File: config.mk
export PLATFORM = sky130hd
export DESIGN_NAME = run_controller
export DESIGN_NICKNAME = d
export VERILOG_FILES = /design/src/rtl/run_controller.sv
export SDC_FILE = /design/constraint.sdc
export NUM_CORES = 1
export LEC_CHECK = 0
export BUFFER_PORTS_ARGS = -buffer_cell sky130_fd_sc_hd__buf_2
export CORE_ASPECT_RATIO = 1.5
export CORE_MARGIN = 4
export CORE_UTILIZATION = 50
export DETAILED_ROUTE_END_ITERATION = 8
export PLACE_DENSITY = 0.72
export SLEW_MARGIN = 10
export SYNTH_ARGS = -nofsm -noshare
export SYNTH_HDL_FRONTEND = slang
export SYNTH_SLANG_ARGS = --single-unit
File: constraint.sdc
create_clock -name clk -period 3.5 [get_ports clk]
set_clock_uncertainty 0.1 [all_clocks]
set_input_delay 0.7 -clock clk [delete_from_list [all_inputs] [get_ports clk]]
set_output_delay 0.7 -clock clk [all_outputs]
set_load 0.02 [all_outputs]
File: src/rtl/run_controller.sv
`default_nettype none
// ============================================================================
// Module      : run_controller
// Description : Run sequencer for the 9-bit single-cycle processor.
//               Clears the register file, waits for start to drop, runs until
//               halt or a cycle limit, then reports done.
// Revision    : 1.0 - initial release
// ============================================================================
module run_controller #(
    parameter int unsigned         NUM_REGS   = 4,
    parameter int unsigned         REG_ADDR_W = 2,
    parameter int unsigned         CYCLE_W    = 16,
    parameter logic [CYCLE_W-1:0]  MAX_CYCLES = 16'd65535
) (
    input  logic                  clk,
    input  logic                  reset,
    input  logic                  start,
    input  logic                  halt,
    output logic                  pc_reset,
    output logic                  pc_en,
    output logic                  clr_en,
    output logic [REG_ADDR_W-1:0] clr_addr,
    output logic                  run,
    output logic                  done,
    output logic                  timeout,
    output logic [CYCLE_W-1:0]    cycle_count
);

    localparam logic [2:0] c_st_idle  = 3'd0;
    localparam logic [2:0] c_st_clear = 3'd1;
    localparam logic [2:0] c_st_hold  = 3'd2;
    localparam logic [2:0] c_st_run   = 3'd3;
    localparam logic [2:0] c_st_fin   = 3'd4;

    localparam logic [REG_ADDR_W-1:0] c_last_addr  = REG_ADDR_W'(NUM_REGS - 1);
    localparam logic [CYCLE_W-1:0]    c_last_cycle = MAX_CYCLES - CYCLE_W'(1);

    logic [2:0]            r_state;
    logic [REG_ADDR_W-1:0] r_clr_cnt;
    logic                  r_done;
    logic                  r_timeout;
    logic [CYCLE_W-1:0]    r_cycle_count;

    logic w_in_clear;
    logic w_in_run;

    assign w_in_clear = (r_state == c_st_clear);
    assign w_in_run   = (r_state == c_st_run);

    assign pc_reset    = w_in_clear;
    assign clr_en      = w_in_clear;
    assign clr_addr    = w_in_clear ? r_clr_cnt : '0;
    assign run         = w_in_run;
    // The halting instruction must not advance the PC.
    assign pc_en       = w_in_run & ~halt;
    assign done        = r_done;
    assign timeout     = r_timeout;
    assign cycle_count = r_cycle_count;

    always_ff @(posedge clk) begin
        if (reset) begin
            r_state       <= c_st_idle;
            r_clr_cnt     <= '0;
            r_done        <= 1'b0;
            r_timeout     <= 1'b0;
            r_cycle_count <= '0;
        end else begin
            case (r_state)
                c_st_idle: begin
                    if (start) begin
                        r_state       <= c_st_clear;
                        r_clr_cnt     <= '0;
                        r_timeout     <= 1'b0;
                        r_cycle_count <= '0;
                    end
                end
                c_st_clear: begin
                    // start is deliberately ignored: the sweep always completes.
                    if (r_clr_cnt == c_last_addr) begin
                        r_clr_cnt <= '0;
                        r_state   <= c_st_hold;
                    end else begin
                        r_clr_cnt <= r_clr_cnt + REG_ADDR_W'(1);
                    end
                end
                c_st_hold: begin
                    if (!start) begin
                        r_state <= c_st_run;
                    end
                end
                c_st_run: begin
                    r_cycle_count <= r_cycle_count + CYCLE_W'(1);
                    if (halt) begin
                        r_state   <= c_st_fin;
                        r_done    <= 1'b1;
                        r_timeout <= 1'b0;
                    end else if (r_cycle_count == c_last_cycle) begin
                        r_state   <= c_st_fin;
                        r_done    <= 1'b1;
                        r_timeout <= 1'b1;
                    end
                end
                c_st_fin: begin
                    if (start) begin
                        r_state       <= c_st_clear;
                        r_clr_cnt     <= '0;
                        r_done        <= 1'b0;
                        r_timeout     <= 1'b0;
                        r_cycle_count <= '0;
                    end
                end
                default: begin
                    r_state       <= c_st_idle;
                    r_clr_cnt     <= '0;
                    r_done        <= 1'b0;
                    r_timeout     <= 1'b0;
                    r_cycle_count <= '0;
                end
            endcase
        end
    end

endmodule
`default_nettype wire

==> After elaboration in Yosys (flattened, before gate mapping) <==
Index checks and enable logic that the tools add are counted.
{ "classes": {"n_shift": 0, "multipliers": 0, "n_lt_le_gt_ge": 0, "n_reduce_logical": 10, "n_eq_ne": 11, "mux": 18, "add_sub_neg": 2, "n_div": 0, "n_bitwise": 5} }
{ "op_table": {"columns": ["op", "n"], "rows": [
  ["one-hot mux 16 bit (3 select lines)", 1],
  ["adder 16 x 1 -> 16 bit (second input constant)", 1],
  ["equality test 16 bit (second input constant)", 1],
  ["2-to-1 mux 16 bit", 1],
  ["2-to-1 mux 3 bit", 5],
  ["one-hot mux 3 bit (4 select lines)", 1],
  ["equality test 3 x 2 -> 1 bit (second input constant)", 2],
  ["2-to-1 mux 2 bit", 3],
  ["one-hot mux 1 bit (3 select lines)", 2],
  ["one-hot mux 2 bit (3 select lines)", 1],
  ["AND reduction 3 bit", 2],
  ["OR reduction 2 bit", 3],
  ["2-to-1 mux 1 bit", 4],
  ["inequality test 2 x 1 -> 1 bit (second input constant)", 2],
  ["inequality test 2 bit (second input constant)", 2],
  ["inverter 1 bit", 4],
  ["AND reduction 2 bit", 2],
  ["AND reduction 4 bit", 1],
  ["equality test 3 x 1 -> 1 bit (second input constant)", 1],
  ["equality test 3 bit (second input constant)", 1],
  ["zero test 3 bit", 1],
  ["inequality test 3 x 2 -> 1 bit (second input constant)", 1],
  ["OR reduction 3 bit", 1],
  ["adder 2 x 1 -> 2 bit (second input constant)", 1],
  ["other kinds (2)", 2]
]} }
{ "totals": {"n_memories": 0, "mem_bits_ro": 0, "register_bits": 23, "ramBits": 0, "inputBits": 4, "elab_cells": 51, "latch_bits": 0, "output_inout_bits": 24} }

==> Depth between registers and ports, before layout <==
Gate-level depths: netlist of run 1.
{ "logic_depth": {"word_depth": 4, "mapped_depth": 6, "depth_no_buf": 6} }

==> Least setup slack after synthesis of run 1 <==
No wires, ideal clock.
{ "synth_path": {"kind": "register to output", "start": "register r_state[1]", "end": "output port clr_addr[0]", "required_ns": 2.700, "stages_incl_launch_ff": 4, "n_path_buf": 1, "setup_slack_ns": 1.103, "arrival_time_ns": 1.597, "path_cell_list": "dfxtp_1 clkbuf_8 nor3b_1 and2_1"} }
{ "synth_between": {"elab_chain_len": 2} }
{ "synth_lines": {"columns": ["element", "line", "rtl"], "rows": [
  ["start, declared", "38", "logic [2:0] r_state;"],
  ["start signal, assigned", "62", "r_state <= c_st_idle;"],
  ["start signal, assigned", "71", "r_state <= c_st_clear;"],
  ["start signal, assigned", "81", "r_state <= c_st_hold;"],
  ["equality test 3 x 1 -> 1 bit", "47", "assign w_in_clear = (r_state == c_st_clear);"],
  ["via clr_en", "21", "output logic clr_en,"],
  ["2-to-1 mux 2 bit", "52", "assign clr_addr = w_in_clear ? r_clr_cnt : '0;"],
  ["end, declared", "22", "output logic [REG_ADDR_W-1:0] clr_addr,"]
]} }
The timed path passes the listed nets, and every way through them passes these cells.

==> Worst setup path in the final report of run 1 <==
{ "layout_path": {"start": "register r_state[0]", "end": "output port clr_addr[0]"} }
{ "layout_between": {"elab_chain_len": 2} }
{ "layout_lines": {"columns": ["element", "line"], "rows": [
  ["equality test 3 x 1 -> 1 bit", "47"],
  ["2-to-1 mux 2 bit", "52"]
]} }
Every way passes these cells.

==> reports/metrics.yaml, run 1 <==
layout:
  diodes: 0
  area_delta_synth_final_pct: 10.3
  nFillCells: 216
  drive_gt1_frac: 0.253
  layout.nets: 170
power:
  p_switching_w: 0.000168
  p_sw_frac: 0.321
  vdd_drop_max_uv: 288
  power_leakage_nw: 0.526
  p_int_w: 0.000356
  seq_power_share: 0.558
  power_frac_clock: 0.247
  powerDensity_nw_per_um2: 387
  comb_power_share: 0.195
critical_path:
  critPathLaunchType: "flip-flop"
  worstPathArrival_ps: 1810
  critPathMaxFanout: 8
  r2r_setup_slack_ps: 1530
  end_kind: "output port"
  crit_type: "reg -> out"
  worstPathRequired_ps: 2700
routing:
  drc: 0
  detail_route.wl_per_cell_um: 14.3
  viasPerCell: 6.18
  drt-pass1-iter-count: 4
  vias: 1143
  wl_um: 2640
  drtIter0Drc: 22
  antenna_left: 0
cts:
  clockBufferDepth: 2
  cts_tree: "yes"
  clkSinkCount: 23
  clockRootBuffer: "clkbuf_4"
  hold_buffers: 0
  insertion_delay_ps: 320
  postCtsSetupRepairBufs: 0
  cts_made_buffers: 3
  post_cts_resized: 0
  htreeDepth: 1
  clk_pin_slew_ps: 130
floorplan:
  die-area_um2: 3330
  die_y_um: 68.7
  die_w_um: 48.5
  initial_core_util: 0.538
  io_pins: 28
  coreArea_um2: 2290
  rows: 21
placed_design:
  portBuffers: 27
  hpwl_um: 2040
  gp_congestion: 0.776
synthesis:
  yosys.area_share.simple: 0.256
  synth_area_um2: 1230
  synth-xor-area-share: 0.0142
  synth.distinct_cells: 45
  synth.avg_cell_area_um2: 8.85
  synth_area_leaders: "dfxtp_1 37%, a21oi_1 5.7%, o31ai_1 4.3%"
  ys_ff_latch: 23
  synthCells: 139
  seq_area_frac_synth: 0.374
  syn_nets: 146
  yosysTopAreaCell: "dfxtp_1"
  synthDominantCellAreaShare: 0.374
  synth_compound_area_frac: 0.233
  synthAdderAreaFrac: 0.0305
  synth_top_family_by_area: "simple AND/OR/NAND/NOR gates"
  synth.mux.area_fraction: 0.0203
  synth_warnings: 0
timing:
  rsz0062_at_grt: "false"
  fin_tns_setup_ps: 0
  setup_viol: 0
  max-slew-margin-rel: 0.563
  worstMarginPinSlew_ps: 654
  whs_ps: 414
  period_share: 0.745
  fmax_ghz: 0.384
  drv_slew: 0
  fin_crit_ps: 2610
  hold_viol_final: 0
global_routing:
  grt-ovfl-total: 0
  grt_first_pass_wirelength_um: 4550
  grt_pass1_vias: 1042
  antenna_found_initial: 0
  grt_start_max_net_pins: 17
  grtUsageTotal: 0.173
min_path:
  hp-class: "reg -> reg"
flow_run:
  drv_cap: 0
status:
  status: "finished, final reports clean"
-- cell type report --
| cell class | count | area [µm²] | area share |
|---|---|---|---|
| clock buffers | 3 | 22.5 | 0.0166 |
| inverters | 6 | 22.5 | 0.0166 |
| repair buffers | 27 | 135 | 0.0996 |
| multi-input cells | 102 | 682 | 0.503 |
| clock inverters | 1 | 5.00 | 0.00369 |
| flip-flops and latches | 23 | 460 | 0.339 |
| well taps | 23 | 28.8 | 0.0212 |
-- synth_stat cells, drive strengths merged --
cell type,count
nor2b,3
nand4,3
and2,2
a22oi,1
nand2b,1
nor2,10
xnor2,2
nor3,2
a211oi,2
or3,7
o21bai,1
or3b,1
o2111ai,1
nand3b,1
a2111oi,1
a221oi,1
mux2i,1
buf,6
mux2,1
a311oi,1
a31oi,2
or4,6
clkbuf,2
inv,6
dfxtp,23
nand3,5
o21a,1
nor3b,1
and3,3
o211ai,1
ha,3
nand2,6
a21oi,14
and4,1
a21o,2
o31ai,7
o21ai,8
-- cell usage in the layout (no fill, tap or decap), types with 2 or more instances in the layout --
master and count:
a211oi_1 2, a21o_1 2, a21oi_1 14, a31oi_1 2, and2_1 2, and3_1 2, buf_2 27, clkbuf_4 3
dfxtp_1 23, ha_1 3, inv_1 6, nand2_1 6, nand3_1 4, nand4_1 3, nor2_1 10, nor2b_1 3
o21ai_0 7, o31ai_1 7, or3_1 6, or4_1 6, xnor2_1 2
-- worst max-delay path, stage by stage (launching register included) --
cell and delay [ps]:
dfxtp_1 550, nor3b_1 570, and2_1 210, buf_2 160
-- kinds of logic after synthesis --
logic type / after synthesis
muxes: 2
adders and majority gates: 3
and+or+nand+nor: 52
DFF: 23
AOI/OAI and AO/OA: 43
xor gates and xnor gates: 2
buffers and inverters: 14
-- power by group through the flow --
stage          clock network, W  registers, W   logic, W
2_1_floorplan                 0      0.000292  0.0000917
3_3_place_gp                  0      0.000297   0.000102
3_5_place_dp                  0      0.000298   0.000104
4_1_cts                0.000131      0.000293   0.000104
5_1_grt                0.000141      0.000296   0.000115
6_report               0.000130      0.000292   0.000102
-- metal layers --
layer	up-vias	wire (µm)	global-route usage
met5	-	0	0
met4	0	53	0.0909
met3	5	161	0.0409
met2	31	1440	0.338
met1	545	987	0.166
li1	562	-	-
-- final timing paths --
check	startpoint	end	cells past startpoint
setup / recovery	r_state[0]	clr_addr[0]	3
hold reg to reg	cycle_count[15]	cycle_count[15]	2
hold / removal	cycle_count[15]	cycle_count[15]	2
setup reg to reg	r_state[0]	cycle_count[13]	4
-- state kept, by name (all words and copies together) (netlist names) --
| name | flops |
|---|---|
| r_clr_cnt | 2 |
| r_state | 3 |
| cycle_count | 16 |
| done | 1 |
| timeout | 1 |
-- stage by stage --
stage	cells	worst slack (ps)	power [W]	area, µm²	util
final	185	894	0.000524	1360	0.593
after global routing	185	704	0.000552	1360	0.593
after CTS	185	894	0.000528	1360	0.593
after detailed placement	181	1280	0.000402	1330	0.581
after global placement	181	1340	0.000399	1330	0.581
after floorplan	139	1100	0.000384	1230	-
No activity file was read; power rests on OpenSTA's default activity.
==> inputs of run 2 (changes only) <==
Settings changed: ABC_AREA from default to 1, CORE_UTILIZATION 50 to 48.
Clock period 3.5 ns to 2.2 ns, I/O delays scaled along.
==> reports/metrics.yaml, run 2 <==
status:
  status: "finished, final reports clean"
min_path:
  min_delay_path_depth: 2
  hp-class: "in -> reg"
  worstHoldStart: "reset"
synthesis:
  synth_most_common_cell: "nand2_1"
  synth_area_um2: 1300
  synthDominantCellAreaShare: 0.354
  synth.distinct_cells: 25
  synth_area_leaders: "dfxtp_1 35%, nand2_1 13%, nor2_1 10%"
  synth-edff-count: 0
  syn_nets: 196
  ys.flop_type: "dfxtp_1"
  ys_top_cells_by_count: "44 x nand2_1, 35 x nor2_1, 23 x dfxtp_1, 21 x inv_1"
  synth.avg_cell_area_um2: 6.88
  seq_area_frac_synth: 0.354
  synth_warnings: 0
  async_reset_ff_frac: 0
  synthCells: 189
  ys_ff_latch: 23
  yosysTopAreaCell: "dfxtp_1"
critical_path:
  end_kind: "output port"
  cp_slowest_cell: "dfxtp_1"
  worstSetupStartpoint: "r_state[2]"
  regToRegStartpoint: "cycle_count[0]"
  critPathLaunchType: "flip-flop"
  crit_type: "reg -> out"
  worstPathArrival_ps: 1310
  cp_cell_sequence: "inv_2, nand3_1, inv_1, buf_2"
  worstPathRequired_ps: 1660
  crit_buf_inv: 3
  timing.critical_path.max_delay_family: "buffers and inverters"
  critPathMaxFanout: 5
  slowest_delay_ps: 370
  cp.depth: 4
  worst-r2r-cell-count: 8
layout:
  diodes: 0
  final_cell_mix: "44 x nand2_1, 35 x nor2_1, 27 x buf_2"
  area_delta_synth_final_pct: 12.7
  nFillCells: 282
  layout_commonest_cell: "nand2_1"
  fin_area_um2: 1470
  drive_gt1_frac: 0.213
  largest_reg_flops: 16
  layout.nets: 224
routing:
  wl_um: 2680
  drc: 0
  detail_route.wl_per_cell_um: 10.6
  drtIter0Drc: 17
  vias: 1219
  antenna_left: 0
  viasPerCell: 4.84
  drt-pass1-iter-count: 4
timing:
  drv_slew: 0
  setup_viol: 0
  hold_viol_final: 0
  fmax_ghz: 0.540
  rsz0062_at_grt: "false"
  fin_tns_setup_ps: 0
  fin_crit_ps: 1850
  worstMarginPinSlew_ps: 300
  period_share: 0.841
  max-slew-margin-rel: 0.800
floorplan:
  rows: 22
  die_w_um: 50.5
  die-area_um2: 3630
  die_y_um: 71.8
  io_pins: 28
  coreArea_um2: 2530
  initial_core_util: 0.514
cts:
  hold_buffers: 0
  clockBufferDepth: 2
  postCtsSetupRepairBufs: 0
  clk_pin_slew_ps: 130
  insertion_delay_ps: 310
  post_cts_resized: 0
  cts_tree: "yes"
  clockRootBuffer: "clkbuf_4"
  clkSinkCount: 23
  htreeDepth: 1
  cts_made_buffers: 3
global_routing:
  grt_first_pass_wirelength_um: 4820
  grtUsageTotal: 0.168
  grt_start_max_net_pins: 14
  antenna_found_initial: 0
  grt-ovfl-total: 0
  grt_pass1_vias: 1187
power:
  powerDensity_nw_per_um2: 627
  vdd_drop_max_uv: 376
  power_leakage_nw: 0.663
flow_run:
  drv_cap: 0
placed_design:
  dpl_cell_area_um2: 1440
  portBuffers: 27
  hpwl_um: 2170
  gp_congestion: 0.764
==> run 2: cell count changes after synthesis, moves of 6 or more <==
cell,delta
or4_1,-6
nand3_1,+11
or3_1,-6
inv_1,+15
nor2_1,+25
nand2_1,+38
o31ai_1,-7
==> run 2: per-layer routing <==
metal,up-vias,global-route usage,share of wire
met5,-,0,0
met4,0,0.0629,0.014
met3,4,0.0208,0.029
met2,22,0.315,0.54
met1,543,0.188,0.42
li1,650,-,-
==> run 2: metrics by stage <==
step	worst slack [ps]	hold WS, ps	instances	util	power (W)
after floorplan	534	357	189	-	0.000720
after global placement	513	356	248	0.568	0.000730
after detailed placement	475	364	248	0.568	0.000735
after CTS	332	279	252	0.579	0.000933
after global routing	241	289	252	0.579	0.000984
final	350	274	252	0.579	0.000920
==> run 2: cell families after synthesis <==
family          share of synthesized area
simple gates                        0.418
buf+inv                             0.102
compound gates                     0.0971
flops                               0.354
fa+ha+maj                          0.0288
==> run 2: layout make-up <==
type | instances | area (µm²) | area share
Tap cell | 36 | 45.0 | 0.0307
Inverter | 24 | 90.1 | 0.0614
Sequential cell | 23 | 460 | 0.314
Clock inverter | 1 | 5.00 | 0.00341
Timing Repair Buffer | 27 | 135 | 0.0922
Clock buffer | 3 | 22.5 | 0.0154
Multi-Input combinational cell | 138 | 708 | 0.483
==> run 2: final timing paths <==
check	end	slack [ps]
min	r_clr_cnt[1]	270
min reg2reg	done	370
max reg2reg	cycle_count[14]	510
max	run	350
==> run 2: power by group <==
group	switching, W	total (W)	internal (W)
registers	0.0000205	0.000457	0.000436
clock network	0.000127	0.000195	0.0000679
logic	0.000190	0.000268	0.0000777
==> inputs of run 3 (changes only) <==
Settings changed: CORE_UTILIZATION 48 to 50, PLACE_DENSITY 0.72 to 0.71.
Clock period 2.2 ns to 1.9 ns, I/O delays scaled along.
==> reports/metrics.yaml, run 3 (synthesis results as in run 2) <==
power:
  powerDensity_nw_per_um2: 739
  p_sw_frac: 0.368
  p_switching_w: 0.000394
  power_leakage_nw: 0.658
  comb_power_share: 0.294
  vdd_drop_max_uv: 468
  seq_power_share: 0.493
  total_power_w: 0.00107
  power_frac_clock: 0.213
  p_int_w: 0.000678
floorplan:
  die_y_um: 70.5
  die-area_um2: 3500
  rows: 22
  initial_core_util: 0.525
  coreArea_um2: 2480
  io_pins: 28
  die_w_um: 49.7
cts:
  clockRootBuffer: "clkbuf_4"
  clkSinkCount: 23
  cts_tree: "yes"
  insertion_delay_ps: 310
  clk_pin_slew_ps: 130
  cts_made_buffers: 3
  hold_buffers: 0
  clockBufferDepth: 2
  htreeDepth: 1
placed_design:
  hpwl_um: 2230
  dpl_cell_area_um2: 1420
  gp_congestion: 0.805
  placed_cells: 236
  portBuffers: 27
critical_path:
  end_kind: "output port"
  critPathMaxFanout: 5
  critPathLaunchType: "flip-flop"
  cp_cell_sequence: "inv_2, nand3_1, nor2_1, buf_2"
  cp_slowest_cell: "dfxtp_1"
  worstPathArrival_ps: 1300
  crit_buf_inv: 2
  worstPathRequired_ps: 1420
  slowest_delay_ps: 370
  r2r_setup_slack_ps: 210
  timing.critical_path.max_delay_family: "flip-flops"
  crit_type: "reg -> out"
min_path:
  hp-class: "in -> reg"
routing:
  viasPerCell: 5.15
  drtIter0Drc: 31
  drc: 0
  vias: 1237
  drt-pass1-iter-count: 4
  wl_um: 2800
  antenna_left: 0
  detail_route.wl_per_cell_um: 11.7
global_routing:
  grt_pass1_vias: 1218
  grt_first_pass_wirelength_um: 4970
  grt-ovfl-total: 0
  grtUsageTotal: 0.175
  antenna_found_initial: 0
  grt_start_max_net_pins: 13
flow_run:
  drv_cap: 0
layout:
  nFillCells: 260
  final_cell_mix: "44 x nand2_1, 35 x nor2_1, 27 x buf_2"
  diodes: 0
  largest_reg_flops: 16
  layout.nets: 224
  drive_gt1_frac: 0.213
  layout_commonest_cell: "nand2_1"
  instances_no_fill: 240
  fin_area_um2: 1450
  area_delta_synth_final_pct: 11.4
timing:
  max-slew-margin-rel: 0.798
  rsz0062_at_grt: "false"
  fmax_ghz: 0.562
  worstMarginPinSlew_ps: 300
  setup_viol: 0
  fin_tns_setup_ps: 0
  period_share: 0.937
  hold_viol_final: 0
  whs_ps: 234
  drv_slew: 0
  fin_crit_ps: 1780
status:
  status: "finished, final reports clean"
==> run 3: power groups by stage <==
stage	sequential (W)	combinational [W]	clock [W]
finish	0.000528	0.000315	0.000228
CTS	0.000529	0.000318	0.000236
floorplan	0.000544	0.000290	0
global route	0.000534	0.000357	0.000253
detailed placement	0.000539	0.000318	0
global placement	0.000538	0.000310	0
==> run 3: worst paths after layout <==
path,start,endpoint,cells past startpoint
max,r_state[2],pc_en,4
min,reset,r_clr_cnt[1],2
min reg2reg,done,done,2
max reg2reg,cycle_count[1],cycle_count[10],8
==> run 3: what timing repair did <==
action | 4_1_cts | 5_1_grt
resized for setup | 0 | 1
endpoints found under the setup margin | 0 | 1
buffers inserted | 0 | 0
==> run 3: per-stage QoR <==
| stage | util | setup WS, ps |
|---|---|---|
| after floorplan | - | 234 |
| after global placement | 0.575 | 202 |
| after detailed placement | 0.575 | 199 |
| after CTS | 0.585 | 122 |
| after global routing | 0.585 | 8.70 |
| final | 0.585 | 120 |
==> run 3: routing by layer <==
layer  track usage  vias up  wire [µm]
met5             0        -          0
met4        0.0462        0         17
met3        0.0213        2         98
met2         0.356       17       1520
met1         0.177      569       1160
li1              -      649          -
==> run 3: final cells by class <==
class / instances / area (µm²) / area share
Timing Repair Buffer: 27 / 135 / 0.0932
Sequential cell: 23 / 460 / 0.318
Inverter: 24 / 90.1 / 0.0621
Multi-Input combinational cell: 138 / 708 / 0.488
Clock buffer: 4 / 26.3 / 0.0181
Tap cell: 24 / 30.0 / 0.0207
